===== src/rtl/cclk_pkg.sv =====
// Shared types and default timing constants for the cclk readiness driver
// and the matching cclk detector.
package cclk_pkg;

   typedef enum logic [1:0] {
      IDLE  = 2'd0,
      LOW   = 2'd1,
      PULSE = 2'd2,
      HIGH  = 2'd3
   } cclk_state_t;

   function automatic int calc_half_period(input int clk_freq, input int cclk_freq);
      return clk_freq / (2 * cclk_freq);
   endfunction

   function automatic int calc_low_cycles(input int clk_freq);
      return clk_freq / 5000;
   endfunction

   function automatic int max_int(input int a, input int b);
      return (a > b) ? a : b;
   endfunction

   localparam int DEF_CLK_FREQ    = 50000000;
   localparam int DEF_CCLK_FREQ   = 1000000;
   localparam int DEF_HALF_PERIOD = calc_half_period(DEF_CLK_FREQ, DEF_CCLK_FREQ);
   localparam int DEF_LOW_CYCLES  = calc_low_cycles(DEF_CLK_FREQ);

endpackage


===== src/rtl/cclk_tick_counter.sv =====
// Saturating up-counter with synchronous clear and a terminal-count flag
// that goes high when the count equals a run-time selectable last value.
module cclk_tick_counter #(
   parameter int W = 4
) (
   input  logic         clk,
   input  logic         rst_n,
   input  logic         load,
   input  logic         en,
   input  logic [W-1:0] last,
   output logic         tc
);

   logic [W-1:0] count_r;
   logic         tc_s;

   assign tc_s = (count_r == last);
   assign tc   = tc_s;

   // Count register: clear on load, advance while enabled, hold at terminal count.
   always_ff @(posedge clk or negedge rst_n) begin
      if (!rst_n) begin
         count_r <= '0;
      end else if (load) begin
         count_r <= '0;
      end else if (en && !tc_s) begin
         count_r <= count_r + W'(1);
      end else begin
         count_r <= count_r;
      end
   end

endmodule


===== src/rtl/cclk_driver.sv =====
// Host-side cclk driver: holds cclk low for a settle time, emits a burst of
// configuration pulses, then holds cclk high as the ready indication.
module cclk_driver
   import cclk_pkg::*;
#(
   parameter int CLK_FREQ    = DEF_CLK_FREQ,
   parameter int CCLK_FREQ   = DEF_CCLK_FREQ,
   parameter int HALF_PERIOD = calc_half_period(CLK_FREQ, CCLK_FREQ),
   parameter int LOW_CYCLES  = calc_low_cycles(CLK_FREQ),
   parameter int PULSE_COUNT = 8
) (
   input  logic clk,
   input  logic rst_n,
   input  logic enable,
   input  logic reconfig,
   output logic cclk,
   output logic ready,
   output logic busy
);

   localparam int CYC_W = $clog2(max_int(LOW_CYCLES, HALF_PERIOD) + 1);
   localparam int PLS_W = max_int(1, $clog2(PULSE_COUNT + 1));

   localparam logic [CYC_W-1:0] LOW_LAST = CYC_W'(LOW_CYCLES - 1);
   localparam logic [CYC_W-1:0] HP_LAST  = CYC_W'(HALF_PERIOD - 1);
   localparam logic [PLS_W-1:0] PLS_LAST = (PULSE_COUNT > 0) ? PLS_W'(PULSE_COUNT - 1) : '0;
   localparam bit               NO_BURST = (PULSE_COUNT == 0);

   localparam logic [1:0] ST_IDLE  = IDLE;
   localparam logic [1:0] ST_LOW   = LOW;
   localparam logic [1:0] ST_PULSE = PULSE;
   localparam logic [1:0] ST_HIGH  = HIGH;

   logic [1:0]       state_r;
   logic [1:0]       state_nxt_s;
   logic             cclk_r;
   logic             cclk_nxt_s;
   logic             ready_r;
   logic             busy_r;
   logic             cyc_load_s;
   logic             cyc_en_s;
   logic             cyc_tc_s;
   logic [CYC_W-1:0] cyc_last_s;
   logic             pls_load_s;
   logic             pls_en_s;
   logic             pls_tc_s;

   cclk_tick_counter #(.W(CYC_W)) u_cyc_cnt (
      .clk   (clk),
      .rst_n (rst_n),
      .load  (cyc_load_s),
      .en    (cyc_en_s),
      .last  (cyc_last_s),
      .tc    (cyc_tc_s)
   );

   cclk_tick_counter #(.W(PLS_W)) u_pls_cnt (
      .clk   (clk),
      .rst_n (rst_n),
      .load  (pls_load_s),
      .en    (pls_en_s),
      .last  (PLS_LAST),
      .tc    (pls_tc_s)
   );

   // Next-state, next-cclk and counter control; enable=0 outranks reconfig.
   always_comb begin
      state_nxt_s = state_r;
      cclk_nxt_s  = cclk_r;
      cyc_load_s  = 1'b0;
      cyc_en_s    = 1'b0;
      cyc_last_s  = LOW_LAST;
      pls_load_s  = 1'b0;
      pls_en_s    = 1'b0;
      if (!enable) begin
         state_nxt_s = ST_IDLE;
         cclk_nxt_s  = 1'b0;
         cyc_load_s  = 1'b1;
         pls_load_s  = 1'b1;
      end else if (reconfig || (state_r == ST_IDLE)) begin
         state_nxt_s = ST_LOW;
         cclk_nxt_s  = 1'b0;
         cyc_load_s  = 1'b1;
         pls_load_s  = 1'b1;
      end else begin
         case (state_r)
            ST_LOW: begin
               if (cyc_tc_s) begin
                  cyc_load_s  = 1'b1;
                  cclk_nxt_s  = 1'b1;
                  state_nxt_s = NO_BURST ? ST_HIGH : ST_PULSE;
               end else begin
                  cyc_en_s = 1'b1;
               end
            end
            ST_PULSE: begin
               cyc_last_s = HP_LAST;
               if (cyc_tc_s) begin
                  cyc_load_s = 1'b1;
                  if (cclk_r) begin
                     cclk_nxt_s = 1'b0;
                  end else begin
                     // End of a low half closes one full period.
                     pls_en_s   = 1'b1;
                     cclk_nxt_s = 1'b1;
                     if (pls_tc_s) begin
                        state_nxt_s = ST_HIGH;
                     end else begin
                        state_nxt_s = ST_PULSE;
                     end
                  end
               end else begin
                  cyc_en_s = 1'b1;
               end
            end
            ST_HIGH: begin
               cclk_nxt_s = 1'b1;
            end
            default: begin
               state_nxt_s = ST_IDLE;
               cclk_nxt_s  = 1'b0;
               cyc_load_s  = 1'b1;
               pls_load_s  = 1'b1;
            end
         endcase
      end
   end

   // State and registered outputs, all decoded from the next state.
   always_ff @(posedge clk or negedge rst_n) begin
      if (!rst_n) begin
         state_r <= ST_IDLE;
         cclk_r  <= 1'b0;
         ready_r <= 1'b0;
         busy_r  <= 1'b0;
      end else begin
         state_r <= state_nxt_s;
         cclk_r  <= cclk_nxt_s;
         ready_r <= (state_nxt_s == ST_HIGH);
         busy_r  <= (state_nxt_s == ST_LOW) || (state_nxt_s == ST_PULSE);
      end
   end

   assign cclk  = cclk_r;
   assign ready = ready_r;
   assign busy  = busy_r;

endmodule


===== config.mk =====
export PLATFORM = sky130hd
export DESIGN_NAME = cclk_driver
export DESIGN_NICKNAME = d
export VERILOG_FILES = /design/src/rtl/cclk_pkg.sv /design/src/rtl/cclk_tick_counter.sv /design/src/rtl/cclk_driver.sv
export SDC_FILE = /design/constraint.sdc
export NUM_CORES = 1
export LEC_CHECK = 0
export BUFFER_PORTS_ARGS = -buffer_cell sky130_fd_sc_hd__buf_2
export CAP_MARGIN = 40
export CORE_UTILIZATION = 24
export CTS_CLUSTER_SIZE = 12
export DETAILED_ROUTE_END_ITERATION = 10
export GPL_TIMING_DRIVEN = 1
export HOLD_SLACK_MARGIN = 0.05
export PLACE_DENSITY_LB_ADDON = 0.05
export SLEW_MARGIN = 25
export SYNTH_ARGS = -nofsm -noshare
export SYNTH_HDL_FRONTEND = slang
export SYNTH_HIERARCHICAL = 1
export SYNTH_SLANG_ARGS = --single-unit
export TNS_END_PERCENT = 5

===== constraint.sdc =====
create_clock -name clk -period 3.5 [get_ports clk]
set_input_delay 0.35 -clock clk [delete_from_list [all_inputs] [get_ports clk]]
set_output_delay 0.35 -clock clk [all_outputs]
set_load 0.01 [all_outputs]

==> results.ini, run 1 <==
[outcome]
status=finished clean

[clock_tree]
root_buffer=clkbuf_8
cts_made_buffers=3
cts_buffer_depth=2
cts-htree-levels=1
path_clk_slew_ns=0.10
cts_tree=yes
clk_latency_ns=0.27
clock_sinks=23
cts_hold_buf=0

[timing]
grt_setup_unrepaired=no
hold_viol=0
slew_violations=0
slew-limit-headroom=0.6367
fin_tns_setup_ns=0
worstMarginPinSlew_ns=0.5449
hold-worst-slack_ns=0.05009
fmax_mhz=318.2
report.final.setup_viol=0
post-route-period-util=0.8980
min_period_ns=3.143
clock_skew_ns=0.006400

[pwr]
p_clk_frac=0.370
internal_power_mw=0.3610
ir_drop_v=0.0001580
p_switching_mw=0.1247
comb_power_share=0.075
switching_share=0.2568
pwr-share-seq=0.555
powerDensity_nw_per_um2=268.8
p_leak_nw=0.7105

[die]
die_w_um=82.73
fp.dieH_um=82.73
start_util=0.2477
core-area_um2=6314
core.rowCount=29
dieArea_um2=6843
io-pin-count=7

[setup_path]
cp_max_fo=8
worstPathArrival_ns=3.34
end_kind=flip-flop
start_kind=flip-flop
rrSetupSlack_ns=0.36
regToRegStartpoint=state_r[0]
rr_worst_depth=14
cp.required_ns=3.70
r2r-end=u_cyc_cnt/count_r[6]
crit_start=state_r[0]
crit_type=reg2reg

[final_layout]
nFillCells=710
area_delta_synth_final_pct=15.52
regArea_um2=578.1
drive_gt1_frac=0.1676
antennaDiodeCount=0
nets=198
multi_input_area_um2=978.4

[global_routing]
antenna_found_initial=0
grt_use_total=0.1199
grt-ovfl-total=0
grt_first_pass_wirelength_um=6196
grt_pass1_vias=1279
grt_max_degree=25

[routing]
drc=0
num_vias=1220
firstDrtPassIters=4
drt_iter0_drc=47
post_drt_via_cell_ratio=4.656
wl_per_cell_um=13.40
drt_wl_total_um=3512
final_antenna_net_count=0

[placement]
portBuffers=6
dp_hpwl_um=2602
gp_congestion=0.7830

[logic_synthesis]
synth_cells=166
synth_edf_count=0
syn_area_um2=1564
synth-seq-cells=23
synth.avg_cell_area_um2=9.422
ys_seq_area_frac=0.3680
ys_types=37
synthFlopType=dfrtp_1
async_flop_share=1.000
yosys_warnings=6

[hold_path]
worstHoldPathType=in2async

[job]
cap_violations=0

## synth_stat cells, drive strengths merged, types with 3 or more instances
cell / number / area [um^2]
a21oi: 12 / 60.06
clkbuf: 3 / 11.26
dfrtp: 23 / 575.6
ha: 8 / 100.1
inv: 8 / 30.03
nand2: 10 / 37.54
nand2b: 4 / 25.02
nand3: 4 / 20.02
nand4: 7 / 50.05
nor2: 8 / 30.03
nor2b: 5 / 31.28
nor3: 6 / 30.03
o21ai: 8 / 40.04
o31ai: 6 / 45.04
or3: 7 / 45.05
or4: 8 / 60.06
xnor2: 14 / 122.6
xor2: 5 / 58.81
## repair_timing
action / CTS / global route
resized for setup: 0 / 3
setup endpoints to repair: 0 / 4
setup buffers: 0 / 0
## how the worst max path moves through the flow
stage	to	slack [ns]	cells past startpoint
floorplan	u_cyc_cnt/count_r[6]	0.09	16
global placement	u_cyc_cnt/count_r[6]	0.35	14
detailed placement	u_cyc_cnt/count_r[6]	0.27	14
CTS	u_cyc_cnt/count_r[6]	0.21	14
global route	u_cyc_cnt/count_r[6]	0.08	14
finish	u_cyc_cnt/count_r[6]	0.36	14
## registers in the layout (all words and copies together), names as in the netlist
| register | count |
|---|---|
| busy | 1 |
| cclk | 1 |
| ready | 1 |
| state_r | 2 |
| u_cyc_cnt/count_r | 14 |
| u_pls_cnt/count_r | 4 |
## kinds of logic after synthesis
kind of cell | Yosys count | synth area share
other cells | 2 | 0.004802
mux | 4 | 0.02720
simple gates | 66 | 0.2576
compound gates | 31 | 0.1280
xor+xnor | 19 | 0.1160
fa+ha+maj | 8 | 0.06400
buf+inv | 13 | 0.03440
flops | 23 | 0.3680
## critical path, cell delays in order (launching register included)
cell and delay, ns:
dfrtp_2 0.43, inv_1 0.08, ha_1 0.25, nor3b_4 0.26, nand2_1 0.13, buf_4 0.18, xnor2_1 0.12, nand4_1 0.14
nor4_4 0.08, nor2b_1 0.13, and2_2 0.21, inv_1 0.06, or3_4 0.42, or3_2 0.41, a21oi_1 0.16
## through the flow
| step | setup slack [ns] | power, mW | cells | util | instance area (um^2) |
|---|---|---|---|---|---|
| finish | 0.3571 | 0.4857 | 262 | 0.2862 | 1807 |
| global placement | 0.3486 | 0.3115 | 258 | 0.2772 | 1750 |
| CTS | 0.2139 | 0.5002 | 262 | 0.2850 | 1799 |
| detailed placement | 0.2693 | 0.3122 | 258 | 0.2772 | 1750 |
| floorplan | 0.08787 | 0.2971 | 174 | - | 1594 |
| global route | 0.08197 | 0.5172 | 262 | 0.2862 | 1807 |
## power groups by stage
stage	sequential [mW]	combinational [mW]	clock (mW)
after floorplan	0.275	0.0222	0
after detailed placement	0.274	0.0378	0
final	0.270	0.0366	0.180
after global placement	0.275	0.0368	0
after CTS	0.269	0.0376	0.193
after global routing	0.270	0.0420	0.205
## final cells by class
cell class,count,area share
Clock buffer,3,0.02285
Clock inverter,1,0.004155
Inverter,8,0.01662
Multi-Input combinational cell,138,0.5416
Sequential cell,23,0.3199
Tap cell,77,0.05332
Timing Repair Buffer,12,0.04155
## routing by layer
layer  wire length (um)  share of wire  GRT usage
met2               1674           0.48     0.2049
met1               1705           0.49     0.1533
met5                  0              0          0
met3                106          0.030    0.02747
met4                 25         0.0071    0.02414
## placed cells by master, fill, tap and decap left out, types with 2 or more instances in the layout
master	count
o21ai_0	8
xor2_2	2
nand2_1	10
nand2b_1	4
or4_1	8
dfrtp_1	21
a21oi_1	12
ha_1	8
o31ai_1	6
xor2_1	3
clkbuf_8	3
nor3_1	6
buf_2	6
mux2i_1	2
nor2_1	8
xnor2_1	14
conb_1	10
mux2_2	2
inv_1	7
a211oi_1	2
nor2b_1	5
dfrtp_2	2
a31oi_1	2
or3_1	5
buf_4	6
nand4_1	6
nand3_1	4
No activity file was read; power rests on OpenSTA's default activity.
==> run 2: changes to the inputs <==
Settings changed: SYNTH_HIERARCHICAL 1 to not set.
==> results.ini, run 2 <==
[outcome]
status=finished clean

[setup_path]
slowest_delay_ns=0.51
crit_top_cell=ha_1
regToRegStartpoint=state_r[0]
worstPathArrival_ns=2.75
slowest_stage=or4_4
start_kind=flip-flop
end_kind=flip-flop
crit_path_cell_trace=inv_1 > ha_1 > and4bb_1 > or4_4 > a21boi_4 > nand3_1 > a31oi_1 > ha_1
crit_type=reg2reg
crit_start=state_r[0]
cp_max_fo=8
cp.required_ns=3.66

[final_layout]
regMostFlops=u_cyc_cnt.count_r
final_area_um2=1565
final_core_util=0.2791
drive_gt1_frac=0.1316
final_cell_mix=23 x dfrtp_1, 14 x nor2_1, 9 x ha_1
area_delta_synth_final_pct=9.833
fin_cells=224
layout_commonest_cell=dfrtp_1
largest_register_ffs=14
antennaDiodeCount=0
nets=166
reg_top3=u_cyc_cnt.count_r (14), u_pls_cnt.count_r (4), state_r (2)

[logic_synthesis]
yosysTopAreaCell=dfrtp_1
syn_area_um2=1425
synth-seq-cells=23
synth_edf_count=0
ys_seq_area_frac=0.4039
synth.most_common_cell=dfrtp_1
async_flop_share=1.000
synth_cells=145
synthFlopType=dfrtp_1
synthTopCellsByCount=23 x dfrtp_1, 14 x nor2_1, 9 x ha_1
yosys.area.top_type_share=0.4039
synth.avg_cell_area_um2=9.828
ys_types=46
synth_nets=158
synth_area_leaders=dfrtp_1 40%, ha_1 7.9%, xor2_1 4.9%, nor2_1 3.7%, nand3_1 2.8%
yosys_warnings=0

[timing]
post-route-period-util=0.7407
slew-limit-headroom=0.5508
hold_viol=0
slew_violations=0
report.final.setup_viol=0
grt_setup_unrepaired=no
worstMarginPinSlew_ns=0.6687
fin_tns_setup_ns=0
min_period_ns=2.593
fmax_mhz=385.7
clock_skew_ns=0.007653

[clock_tree]
ctsResizeCount=0
cts_tree=yes
cts_hold_buf=0
cts_made_buffers=3
clk_latency_ns=0.27
clock_sinks=23
cts_buffer_depth=2
cts_setup_buffers=0
root_buffer=clkbuf_8
path_clk_slew_ns=0.09
cts-htree-levels=1

[routing]
drt_wl_total_um=3297
final_antenna_net_count=0
drt_iter0_drc=78
num_vias=1098
wl_per_cell_um=14.72
drc=0
post_drt_via_cell_ratio=4.902
firstDrtPassIters=4

[placement]
gp_congestion=0.7901
dp_hpwl_um=2502
dp_cells=220
portBuffers=6
place_area_um2=1520

[global_routing]
grt-ovfl-total=0
grt_first_pass_wirelength_um=5651
antenna_found_initial=0
grt_max_degree=24
grt_pass1_vias=1137
grt_use_total=0.1200

[pwr]
powerDensity_nw_per_um2=299.4
p_total_mw=0.4687
p_leak_nw=0.6685
ir_drop_v=0.0001449

[hold_path]
worstHoldPathType=in2async

[die]
io-pin-count=7
core-area_um2=5608
die_w_um=79.06
fp.dieH_um=79.06
start_util=0.2541
core.rowCount=27
dieArea_um2=6250

[job]
cap_violations=0

-- run 2: final timing paths --
kind	to	slack, ns	cells past startpoint
min	cclk	0.04	1
min reg2reg	u_cyc_cnt.count_r[6]	0.54	1
max reg2reg	busy	0.91	8
min in group clk	state_r[0]	0.37	3
max	busy	0.91	8
max in group asynchronous	u_cyc_cnt.count_r[0]	3.09	1
-- run 2: area by class of cell --
class,instances,area (um^2)
Sequential cell,23,575.6
Fill cell,614,4043
Multi-Input combinational cell,115,809.5
Timing Repair Buffer,6,30.03
Inverter,4,15.01
Tap cell,72,90.09
Clock buffer,4,45.04
-- run 2: where the power goes --
part	switching [mW]	total (mW)	internal, mW
Clock	0.0899	0.171	0.0814
Combinational	0.0192	0.0276	0.00842
Sequential	0.00219	0.270	0.268
Total	0.111	0.469	0.357
-- run 2: worst max-delay path, delay by kind of cell, from the launching register on --
family	cells	cell delay (ns)
AO/OA/AOI/OAI	2	0.48
adder cells (fa/ha/maj)	2	0.55
flip-flops	1	0.44
AND/OR/NAND/NOR	3	0.88
buffers and inverters	1	0.12
-- run 2: cell families (layout without fill, tap and decap cells) --
group / Yosys count / in the layout / share of synthesized area
adder cells (fa/ha/maj): 9 / 9 / 0.07902
XOR/XNOR: 9 / 9 / 0.05531
AND/OR/NAND/NOR: 72 / 72 / 0.3152
AO/OA/AOI/OAI: 24 / 24 / 0.1115
flip-flops: 23 / 23 / 0.4039
multiplexers: 1 / 1 / 0.007024
buffers and inverters: 7 / 14 / 0.02809
-- run 2: through the flow --
step | setup slack [ns] | hold WS, ns
floorplan | 1.214 | 0.05441
global placement | 1.038 | 0.3663
detailed placement | 0.9441 | 0.3740
CTS | 0.9305 | 0.07378
global route | 0.7321 | 0.08204
finish | 0.9074 | 0.04111
-- run 2: metal layers --
metal / global-route usage / up-vias / wire length (um)
met1: 0.1502 / 538 / 1593
met3: 0.03103 / 4 / 98
met2: 0.2000 / 15 / 1545
met4: 0.03818 / 0 / 60
li1: - / 541 / -
met5: 0 / - / 0
==> run 3: changes to the inputs <==
Clock period 3.5 ns to 2.32 ns, I/O delays scaled along.
==> results.ini, run 3 (synthesis gave the netlist of run 2 again) <==
[global_routing]
grt_first_pass_wirelength_um=5940
grt_use_total=0.1258
grt_max_degree=24
grt_pass1_vias=1158
antenna_found_initial=0
grt-ovfl-total=0

[placement]
portBuffers=6
gp_congestion=0.7424
place_ws_ns=-0.03108
place_area_um2=1603
dp_hpwl_um=2606

[setup_path]
cp_max_fo=4
crit_type=reg2reg
cp.required_ns=2.48
end_kind=flip-flop
worstPathArrival_ns=2.38
start_kind=flip-flop

[clock_tree]
cts_buffer_depth=2
clk_latency_ns=0.28
root_buffer=clkbuf_8
cts_made_buffers=3
cts_tree=yes
clock_sinks=23
cts-htree-levels=1
path_clk_slew_ns=0.08

[pwr]
ir_drop_v=0.0001737
p_leak_nw=0.7491
p_total_mw=0.7307
powerDensity_nw_per_um2=425.1

[timing]
worstMarginPinSlew_ns=0.5483
fmax_mhz=449.1
slew_violations=0
worst_slack_ns=0.09353
report.final.setup_viol=0
slew-limit-headroom=0.6345
clock_skew_ns=0.01047
post-route-period-util=0.9597
grt_setup_unrepaired=no
min_period_ns=2.226
hold_viol=0
fin_tns_setup_ns=0

[job]
cap_violations=0

[final_layout]
regArea_um2=575.6
area_delta_synth_final_pct=20.63
final_area_um2=1719
nFillCells=598
reg_top3=u_cyc_cnt.count_r (14), u_pls_cnt.count_r (4), state_r (2)
largest_register_ffs=14
antennaDiodeCount=0
drive_gt1_frac=0.2575
final_cell_mix=23 x dfrtp_1, 14 x nor2_1, 14 x buf_4
final_core_util=0.3066
regMostFlops=u_cyc_cnt.count_r
multi_input_area_um2=847.1
nets=181
layout_commonest_cell=dfrtp_1

[routing]
drt_wl_total_um=3458
post_drt_via_cell_ratio=4.900
final_antenna_net_count=0
drc=0
num_vias=1171
wl_per_cell_um=14.47
firstDrtPassIters=4
drt_iter0_drc=36

[outcome]
status=finished clean

[die]
die_w_um=79.06
core-area_um2=5608
dieArea_um2=6250
start_util=0.2541
core.rowCount=27
io-pin-count=7
fp.dieH_um=79.06

[hold_path]
worstHoldPathType=in2reg

run 3: changes by cell type in the layout (fill, tap and decap cells not counted), moves of 2 or more:
cell	previous run	this run
buf_4	0	14
nand3_1	8	6
nand3_2	0	2
inv_2	0	2
inv_1	4	2
run 3: final timing paths:
kind | to | cells after the start | slack, ns | from
worst max-delay path | busy | 8 | 0.09 | state_r[1]
worst min-delay path | state_r[0] | 3 | 0.27 | enable
worst max register to register | busy | 8 | 0.09 | state_r[1]
worst min register to register | u_cyc_cnt.count_r[6] | 1 | 0.54 | u_cyc_cnt.count_r[6]
max in group asynchronous | u_pls_cnt.count_r[1] | 2 | 1.48 | rst_n
min in group asynchronous | u_cyc_cnt.count_r[5] | 2 | 0.47 | rst_n
run 3: layer usage:
layer | up-vias | track usage | share of wire | routed length [um]
met5 | - | 0 | 0 | 0
met4 | 0 | 0.04364 | 0.015 | 53
met3 | 5 | 0.02069 | 0.036 | 126
met2 | 21 | 0.1914 | 0.43 | 1493
met1 | 568 | 0.1785 | 0.52 | 1784
li1 | 577 | - | - | -
run 3: metrics by stage:
stage               std cells  hold WS [ns]
floorplan                 145      -0.06359
global placement          231        0.2532
detailed placement        231        0.2599
CTS                       238        0.2362
global route              239        0.2602
finish                    239        0.2685
run 3: area by class of cell:
type / count / area share
clock inverters: 1 / 0.002911
clock buffers: 3 / 0.02402
inverters: 4 / 0.008734
multi-input cells: 115 / 0.4927
repair buffers: 21 / 0.08442
flip-flops and latches: 23 / 0.3348
well taps: 72 / 0.05240
run 3: worst max-delay path, cell delays in order, from the launching register on:
cell	delay [ns]
dfrtp_1	0.42
inv_2	0.07
ha_2	0.17
and4bb_1	0.21
or4_4	0.44
a21boi_4	0.22
or3_4	0.18
a31oi_4	0.08
ha_1	0.31
run 3: timing repair:
item,CTS,global route
hold endpoints to repair,23,0
endpoints found under the setup margin,1,11
buffers inserted,2,1
gates resized for setup,5,6
pin swaps,4,7
hold buffers,1,0
run 3: power breakdown:
part	leakage, nW	total, mW	internal (mW)	switching, mW
Combinational	0.406	0.0585	0.0242	0.0343
Sequential	0.317	0.406	0.404	0.00251
Clock	0.0255	0.266	0.120	0.146
Total	0.749	0.731	0.548	0.182
